`src/rtl/imem_loader_pkg.sv`:
```
// Shared types and constants for the boot-time instruction-memory loader.
package imem_loader_pkg;
  typedef enum logic [2:0] {IDLE, LEN0, LEN1, DATA, CSUM, DONE, ERR} state_t;
  localparam logic [7:0] SYNC_BYTE = 8'hA5;
endpackage

```
`src/rtl/imem_loader_if.sv`:
```
// Byte stream in, imem write port and core-reset status out.
interface imem_loader_if #(parameter int ADDR_WIDTH = 8);
  logic                  rx_valid;
  logic [7:0]            rx_data;
  logic                  rx_ready;
  logic                  imem_we;
  logic [ADDR_WIDTH-1:0] imem_addr;
  logic [31:0]           imem_wdata;
  logic                  core_reset;
  logic                  load_done;
  logic                  load_error;

  // master = host byte source / bench, slave = loader
  modport master (output rx_valid, rx_data,
                  input  rx_ready, imem_we, imem_addr, imem_wdata,
                         core_reset, load_done, load_error);
  modport slave  (input  rx_valid, rx_data,
                  output rx_ready, imem_we, imem_addr, imem_wdata,
                         core_reset, load_done, load_error);
endinterface

```
`src/rtl/imem_loader_word_packer.sv`:
```
// Assembles four little-endian bytes into a word; word_valid marks the 4th byte.
module word_packer (
  input  logic        clk,
  input  logic        reset,
  input  logic        clear,
  input  logic        byte_valid,
  input  logic [7:0]  byte_in,
  output logic        word_valid,
  output logic [31:0] word
);
  logic [1:0]  lane;
  logic [23:0] sr;

  always_ff @(posedge clk) begin
    if (reset || clear) begin
      lane <= '0;
      sr   <= '0;
    end else if (byte_valid) begin
      lane <= lane + 2'd1;
      sr   <= {byte_in, sr[23:8]};
    end
  end

  // lane-3 byte completes the word combinationally; the top registers it
  assign word_valid = byte_valid && (lane == 2'd3);
  assign word       = {byte_in, sr};
endmodule

```
`src/rtl/imem_loader.sv`:
```
// Frame parser: sync, 16-bit word count, LE words, XOR checksum; holds core in reset until a verified load.
module imem_loader
  import imem_loader_pkg::*;
#(
  parameter int ADDR_WIDTH = 8
) (
  input  logic         clk,
  input  logic         reset,
  imem_loader_if.slave bus
);
  localparam logic [16:0] CAP = 17'(1) << ADDR_WIDTH;

  state_t      state, nstate;
  logic [15:0] cnt;
  logic [16:0] idx;
  logic [7:0]  csum;
  logic        rdy, acc, sync, pk_valid, last_word;
  logic [31:0] pk_word;
  logic [16:0] len;

  assign rdy       = (state != DONE);
  assign acc       = bus.rx_valid && rdy;
  assign sync      = (bus.rx_data == SYNC_BYTE);
  assign len       = {1'b0, bus.rx_data, cnt[7:0]};
  assign last_word = pk_valid && ((idx + 17'd1) == {1'b0, cnt});

  word_packer u_pack (
    .clk        (clk),
    .reset      (reset),
    .clear      (acc && state == LEN1),
    .byte_valid (acc && state == DATA),
    .byte_in    (bus.rx_data),
    .word_valid (pk_valid),
    .word       (pk_word)
  );

  always_ff @(posedge clk) begin
    if (reset) state <= IDLE;
    else       state <= nstate;
  end

  always_comb begin
    nstate = state;
    if (acc) begin
      case (state)
        IDLE, ERR: if (sync) nstate = LEN0;
        LEN0:      nstate = LEN1;
        LEN1: begin
          if (len == '0)      nstate = CSUM;
          else if (len > CAP) nstate = ERR;
          else                nstate = DATA;
        end
        DATA:      if (last_word) nstate = CSUM;
        CSUM:      nstate = (bus.rx_data == csum) ? DONE : ERR;
        default:   nstate = state;
      endcase
    end
  end

  assign bus.rx_ready   = rdy;
  assign bus.core_reset = (state != DONE);
  assign bus.load_done  = (state == DONE);
  assign bus.load_error = (state == ERR);

  always_ff @(posedge clk) begin
    if (reset) begin
      cnt            <= '0;
      idx            <= '0;
      csum           <= '0;
      bus.imem_we    <= 1'b0;
      bus.imem_addr  <= '0;
      bus.imem_wdata <= '0;
    end else begin
      bus.imem_we <= acc && (state == DATA) && pk_valid;
      if (acc) begin
        case (state)
          IDLE, ERR: if (sync) csum <= '0;
          LEN0: begin
            cnt[7:0] <= bus.rx_data;
            csum     <= csum ^ bus.rx_data;
          end
          LEN1: begin
            cnt[15:8] <= bus.rx_data;
            csum      <= csum ^ bus.rx_data;
            idx       <= '0;
          end
          DATA: begin
            csum <= csum ^ bus.rx_data;
            if (pk_valid) begin
              bus.imem_addr  <= idx[ADDR_WIDTH-1:0];
              bus.imem_wdata <= pk_word;
              idx            <= idx + 17'd1;
            end
          end
          default: ;
        endcase
      end
    end
  end
endmodule

```
`src/flat_wrapper.sv`:
```
// flat-port wrapper written by rule: the top's interface ports become plain ports
module imem_loader_flat import imem_loader_pkg::*;
#(
  parameter int ADDR_WIDTH = 8
)
  (clk, reset, bus_rx_valid, bus_rx_data, bus_rx_ready, bus_imem_we, bus_imem_addr, bus_imem_wdata, bus_core_reset, bus_load_done, bus_load_error);
  imem_loader_if #(.ADDR_WIDTH(ADDR_WIDTH)) bus_i ();
  input  logic clk;
  input  logic reset;
  input wire logic [$bits(bus_i.rx_valid)-1:0] bus_rx_valid;
  input wire logic [$bits(bus_i.rx_data)-1:0] bus_rx_data;
  output wire logic [$bits(bus_i.rx_ready)-1:0] bus_rx_ready;
  output wire logic [$bits(bus_i.imem_we)-1:0] bus_imem_we;
  output wire logic [$bits(bus_i.imem_addr)-1:0] bus_imem_addr;
  output wire logic [$bits(bus_i.imem_wdata)-1:0] bus_imem_wdata;
  output wire logic [$bits(bus_i.core_reset)-1:0] bus_core_reset;
  output wire logic [$bits(bus_i.load_done)-1:0] bus_load_done;
  output wire logic [$bits(bus_i.load_error)-1:0] bus_load_error;
  assign bus_i.rx_valid = bus_rx_valid;
  assign bus_i.rx_data = bus_rx_data;
  assign bus_rx_ready = bus_i.rx_ready;
  assign bus_imem_we = bus_i.imem_we;
  assign bus_imem_addr = bus_i.imem_addr;
  assign bus_imem_wdata = bus_i.imem_wdata;
  assign bus_core_reset = bus_i.core_reset;
  assign bus_load_done = bus_i.load_done;
  assign bus_load_error = bus_i.load_error;
  imem_loader #(.ADDR_WIDTH(ADDR_WIDTH)) u_core (.clk(clk), .reset(reset), .bus(bus_i));
endmodule
```
`config.mk`:
```
export PLATFORM = sky130hd
export DESIGN_NAME = imem_loader_flat
export DESIGN_NICKNAME = d
export VERILOG_FILES = /design/src/rtl/imem_loader_pkg.sv /design/src/rtl/imem_loader_if.sv /design/src/rtl/imem_loader_word_packer.sv /design/src/rtl/imem_loader.sv /design/src/flat_wrapper.sv
export SDC_FILE = /design/constraint.sdc
export NUM_CORES = 1
export LEC_CHECK = 0
export ABC_AREA = 1
export ABC_CLOCK_PERIOD_IN_PS = 1800
export CAP_MARGIN = 20
export CORE_MARGIN = 1
export CORE_UTILIZATION = 35
export DETAILED_ROUTE_END_ITERATION = 8
export DONT_BUFFER_PORTS = 1
export GPL_TIMING_DRIVEN = 0
export PLACE_DENSITY = 0.51
export SETUP_SLACK_MARGIN = 0.5
export SLEW_MARGIN = 20
export SYNTH_ARGS = -nofsm -noshare
export SYNTH_HDL_FRONTEND = slang
export SYNTH_SLANG_ARGS = --single-unit
```
`constraint.sdc`:
```
create_clock -name clk -period 1.8 [get_ports clk]
set_clock_uncertainty 0.15 [all_clocks]
set_input_delay 0.27 -clock clk [delete_from_list [all_inputs] [get_ports clk]]
set_output_delay 0.27 -clock clk [all_outputs]
set_load 0.01 [all_outputs]
```
; Yosys cells after proc, flatten, opt, wreduce, memory -nomap -nowiden
; Index checks and enable logic that the tools add are counted.
[op_classes]
n_eq_ne = 14
muxes = 10
addsub = 2
bitwise_logic = 1
magnitude_cmp = 1
reduce_logical = 20
[ops]
columns = op, n
row1 = 17-bit case mux with 2 select lines, 1
row2 = 17-bit by 1-bit adder with 17-bit output (second input constant), 1
row3 = 17-bit by 16-bit equality test with 1-bit output, 1
row4 = 17-bit zero test, 1
row5 = 17-bit two-way mux, 1
row6 = 16-bit by 9-bit greater-than comparator with 1-bit output (second input constant), 1
row7 = 8-bit case mux with 2 select lines, 1
row8 = 3-bit case mux with 5 select lines, 1
row9 = 3-bit two-way mux, 4
row10 = 3-bit equality test (second input constant), 3
row11 = 3-bit AND reduction, 3
row12 = 8-bit equality test, 1
row13 = 8-bit equality test (second input constant), 1
row14 = 8-bit two-way mux, 1
row15 = 8-bit XOR, 1
row16 = 3-bit by 2-bit equality test with 1-bit output (second input constant), 2
row17 = 1-bit logical AND, 6
row18 = 2-bit by 1-bit != test with 1-bit output (second input constant), 3
row19 = 5-bit nonzero test, 1
row20 = 2-bit AND reduction, 2
row21 = 4-bit AND reduction, 1
row22 = 2-bit nonzero test, 2
row23 = 3-bit by 1-bit equality test with 1-bit output (second input constant), 1
row24 = 3-bit zero test, 1
row25 = 7 further kinds, 7
[totals]
ff_bits = 111
input_bits = 11

; Depth between registers and ports, before layout
[depth]
depth_word = 7
depth_mapped = 16

; By module
; From an unflattened synthesis, not the netlist that was laid out.
[unflattened]
hier_cells = 771
hier_area_um2 = 5258.8
[modules_own_cells]
columns = mod, area_each_um2, n_inst, cells_per_inst
row1 = imem_loader, 4096.4, 1, 596
row2 = word_packer, 1162.4, 1, 175

; Least setup slack after synthesis
; No wires, ideal clock.
[synth_path]
kind = reg2reg
start = reg u_core.idx[1]
end = reg u_core.state[1]
path_stages_with_launch = 17
setup_ns = 0.113
t_arrival_ns = 1.664
setup_slack_ns = -0.127
path_buffers = 0
synth_period_minus_slack_ns = 1.927
cell_sequence = dfxtp_1 ha_1 nand2_2 nor2_4 nand2_2 nand2_1 nand2_1 nand2_1 nand2_1 nor2_1 nand3_1 nor2_1 nand2_1 nand2_2 nand2_1 o21ai_1 inv_1
[synth_via]
elab_chain_cells = 5
[synth_lines]
columns = element, line_no
row1 = from (decl), imem_loader.sv:15  ; logic [16:0] idx;
row2 = from (signal assigned), imem_loader.sv:92  ; idx <= idx + 17'd1;
row3 = 17-bit by 1-bit adder with 17-bit output, imem_loader.sv:25  ; assign last_word = pk_valid && ((idx + 17'd1) == {1'b0, cnt});
row4 = 17-bit by 16-bit equality test with 1-bit output, imem_loader.sv:25
row5 = 1-bit logical AND, imem_loader.sv:25
row6 = 2-bit by 1-bit != test with 1-bit output (no source line), n/a
row7 = 4-bit AND reduction (no source line), n/a
row8 = to (signal assigned), imem_loader.sv:39  ; else state <= nstate;
row9 = to (decl), imem_loader.sv:13  ; state_t state, nstate;
; No other way between the ends.
; A chain may end at the register's enable or synchronous reset.

; Worst setup path in the final report
; Same ends and word-level chain as after synthesis.

==> results.py <==
metrics = {
    "drt": {
        "drc": 0,
        "detail-route-antenna-nets": 0,
        "first_pass_iters": 5,
        "routedWlPerCell_um": 16.60,
        "routed_via_density": 5.170,
        "drtIter0Drc": 209,
        "vias": 4679,
        "drt-total-wl_mm": 15.02,
    },
    "finish": {
        "fin_util": 0.4770,
        "areaGrowthSynthToFinish_pct": 31.10,
        "layout-drive-gt1-share": 0.2442,
        "finalNetCount": 737,
        "antenna_cells": 0,
        "instances_no_fill": 905,
        "n_fill_cell": 1362,
    },
    "die": {
        "core-area_um2": 13400,
        "core.rowCount": 42,
        "ios": 56,
        "die_w_um": 120.0,
        "initial_core_util": 0.3639,
        "dieArea_um2": 14410,
        "fp.dieH_um": 120.0,
    },
    "place": {
        "post-place-cells": 847,
        "io_buffers": 0,
        "gp_congestion": 0.8943,
        "hpwl_mm": 10.27,
    },
    "sta": {
        "slew_viol_final": 0,
        "finalHoldViolations": 0,
        "period_share": 1.208,
        "timing.slew.headroom": 0.4397,
        "fin_ws_ns": -0.3752,
        "tightest_slew_ns": 0.8404,
        "rsz0062_at_grt": "true",
        "setup_tns_ns": -1.505,
        "finalSetupViolations": 8,
        "period_needed_ns": 2.175,
        "max_freq_mhz": 459.7,
    },
    "setup_path": {
        "crit_type": "reg2reg",
        "cp.arrival_ns": 2.28,
        "r2r_start": "u_core.idx[1]$_SDFFE_PP0P_",
        "rr_endpoint": "u_core.state[1]$_SDFFE_PP0P_",
        "r2r_cells": 14,
        "worst_setup_path_end_kind": "flip-flop",
        "critPathLaunchType": "flip-flop",
        "r2r_slack_ns": -0.38,
        "path_max_fanout": 6,
        "crit_required_ns": 1.91,
    },
    "power": {
        "finalPower_w": 0.005160,
        "cellPowerDensity_nw_per_um2": 807.2,
        "ir_worst_vdd_mv": 0.4755,
        "p_leak_nw": 2.430,
    },
    "clock_network": {
        "clk_transition_reported_paths_ns": 0.08,
        "holdBufCountCts": 10,
        "cts_buffers": 9,
        "cts.sinks": 111,
        "cts_tree": "yes",
        "cts_buffer_depth": 2,
        "htree_levels": 3,
        "cts-root-buf": "clkbuf_16",
        "clock_latency_ns": 0.36,
    },
    "logic_synthesis": {
        "synth.cell_area_um2": 4876,
        "ys.flop_type": "dfxtp_1",
        "synthCells": 671,
        "yosys.area.top_type": "dfxtp_1",
        "synth_warnings": 0,
        "synth_most_common_cell": "nand2_1",
        "synth_area_per_cell_um2": 7.267,
        "async_flop_share": 0,
        "ys_seq_area_frac": 0.4557,
        "synth_top_area_share": 0.4557,
        "synth_edf_count": 0,
        "synth_top_cells_by_count": "nand2_1 (127), dfxtp_1 (111), a21oi_1 (85), o21ai_0 (80), inv_1 (74)",
        "ys_ff_latch": 111,
        "syn_nets": 684,
        "synth_cell_types": 32,
        "synthTopCellsByArea": "dfxtp_1 (46%), nand2_1 (9.8%), a21oi_1 (8.7%)",
    },
    "grt": {
        "grt_max_degree": 21,
        "overflow": 0,
        "grt_pass1_wl_mm": 23.72,
        "track_usage": 0.2157,
        "grt_pass1_vias": 4420,
        "grt_antenna_before_repair": 0,
    },
    "status": {
        "outcome": "finished with violations",
        "violations": "negative setup slack",
    },
    "min_path": {
        "hold_path.class": "in2reg",
        "worstHoldStart": "bus_rx_valid",
        "hold_end": "u_core.cnt[15]$_SDFFE_PP0P_",
        "holdPathStages": 3,
    },
    "flow_run": {
        "max-cap-violations": 0,
    },
}
## worst max-delay path by stage
stage | slack, ns | to | cells after the start | startpoint
finish | -0.38 | u_core.state[1]$_SDFFE_PP0P_ | 14 | u_core.idx[1]$_SDFFE_PP0P_
global route | -0.51 | u_core.state[1]$_SDFFE_PP0P_ | 16 | u_core.idx[1]$_SDFFE_PP0P_
CTS | -0.34 | u_core.state[1]$_SDFFE_PP0P_ | 16 | u_core.idx[0]$_SDFFE_PP0P_
detailed placement | -0.40 | u_core.state[1]$_SDFFE_PP0P_ | 16 | u_core.idx[0]$_SDFFE_PP0P_
global placement | -0.38 | u_core.state[1]$_SDFFE_PP0P_ | 16 | u_core.idx[0]$_SDFFE_PP0P_
floorplan | -0.06 | u_core.state[1]$_SDFFE_PP0P_ | 16 | u_core.idx[1]$_SDFFE_PP0P_
## cell usage in the layout (no fill, tap or decap), types with 9 or more instances in the layout
cell type      Yosys  layout
nor2_1            39      30
o21ai_1            6      41
a21oi_1           85      70
nand2_2            5       9
o21ai_2            0      19
inv_1             74      68
dfxtp_1          111     100
nand4_1           10      10
buf_6              0      18
xor2_1            10      10
a21oi_2            0      15
nand3_1           59      53
clkbuf_16          0      12
buf_4              1      17
nand2_1          127     117
o21ai_0           80      22
dlygate4sd3_1      0       9
nor2_4             2      13
## state kept, by name, summed over array words and instances (netlist names)
register,count
u_core.csum,8
u_core.u_pack.sr,24
u_core.bus.imem_wdata,32
u_core.bus.imem_we,1
u_core.idx,17
u_core.cnt,16
u_core.u_pack.lane,2
u_core.state,3
u_core.bus.imem_addr,8
## per-stage QoR
stage	area [um^2]	worst slack (ns)	hold WS (ns)
2_1_floorplan	5002	-0.05593	0.2791
3_3_place_gp	5223	-0.3766	0.2923
3_5_place_dp	5223	-0.4016	0.3025
4_1_cts	6080	-0.3449	-0.009212
5_1_grt	6392	-0.5096	-0.003116
6_report	6392	-0.3752	0.002485
## layer usage
layer	global-route usage	vias up	routed length, um
met5	0	-	0
met4	0.09688	0	478
met3	0.03755	28	708
met2	0.3524	112	7095
met1	0.2766	2211	6741
li1	-	2328	-
## worst max-delay path, stage by stage (launching register included)
cell     delay, ns
dfxtp_4       0.39
ha_4          0.16
nand2_4       0.06
nor2_4        0.22
nand2_4       0.11
o21ai_1       0.17
nand2_2       0.10
nand2_1       0.07
nand3_1       0.07
nor2_1        0.14
nand2_2       0.12
nand2_4       0.09
nand2_1       0.05
o21ai_1       0.12
inv_1         0.04
## repair_timing
item / CTS / global route
hold endpoints to repair: 27 / 1
setup endpoints to repair: 115 / 115
buffers inserted: 16 / 12
gates resized for setup: 110 / 81
cloned: 3 / 1
pin swaps: 20 / 11
## final cells by class
cell class	instances	area (um^2)	area share
tap	176	220.2	0.03445
clock inverter	6	60.06	0.009395
buffer	29	262.8	0.04110
inverter	76	297.8	0.04658
multi-input combinational	455	2630	0.4114
clock buffer	10	239.0	0.03738
timing repair buffer	42	434.2	0.06792
sequential	111	2248	0.3517
## where the power goes
group | internal (W) | switching [W]
registers | 0.00249 | 0.0000330
clock network | 0.00101 | 0.00102
logic | 0.000247 | 0.000354
total | 0.00375 | 0.00141
## logic make-up (layout without fill, tap and decap cells)
family,after synthesis,in the layout,synth area share
compound gates,174,174,0.1801
fa+ha+maj,2,2,0.005131
buf+inv,105,163,0.08212
simple gates,268,268,0.2543
flops,111,111,0.4557
xor+xnor,11,11,0.02258
Power figures use the tool's default switching activity.
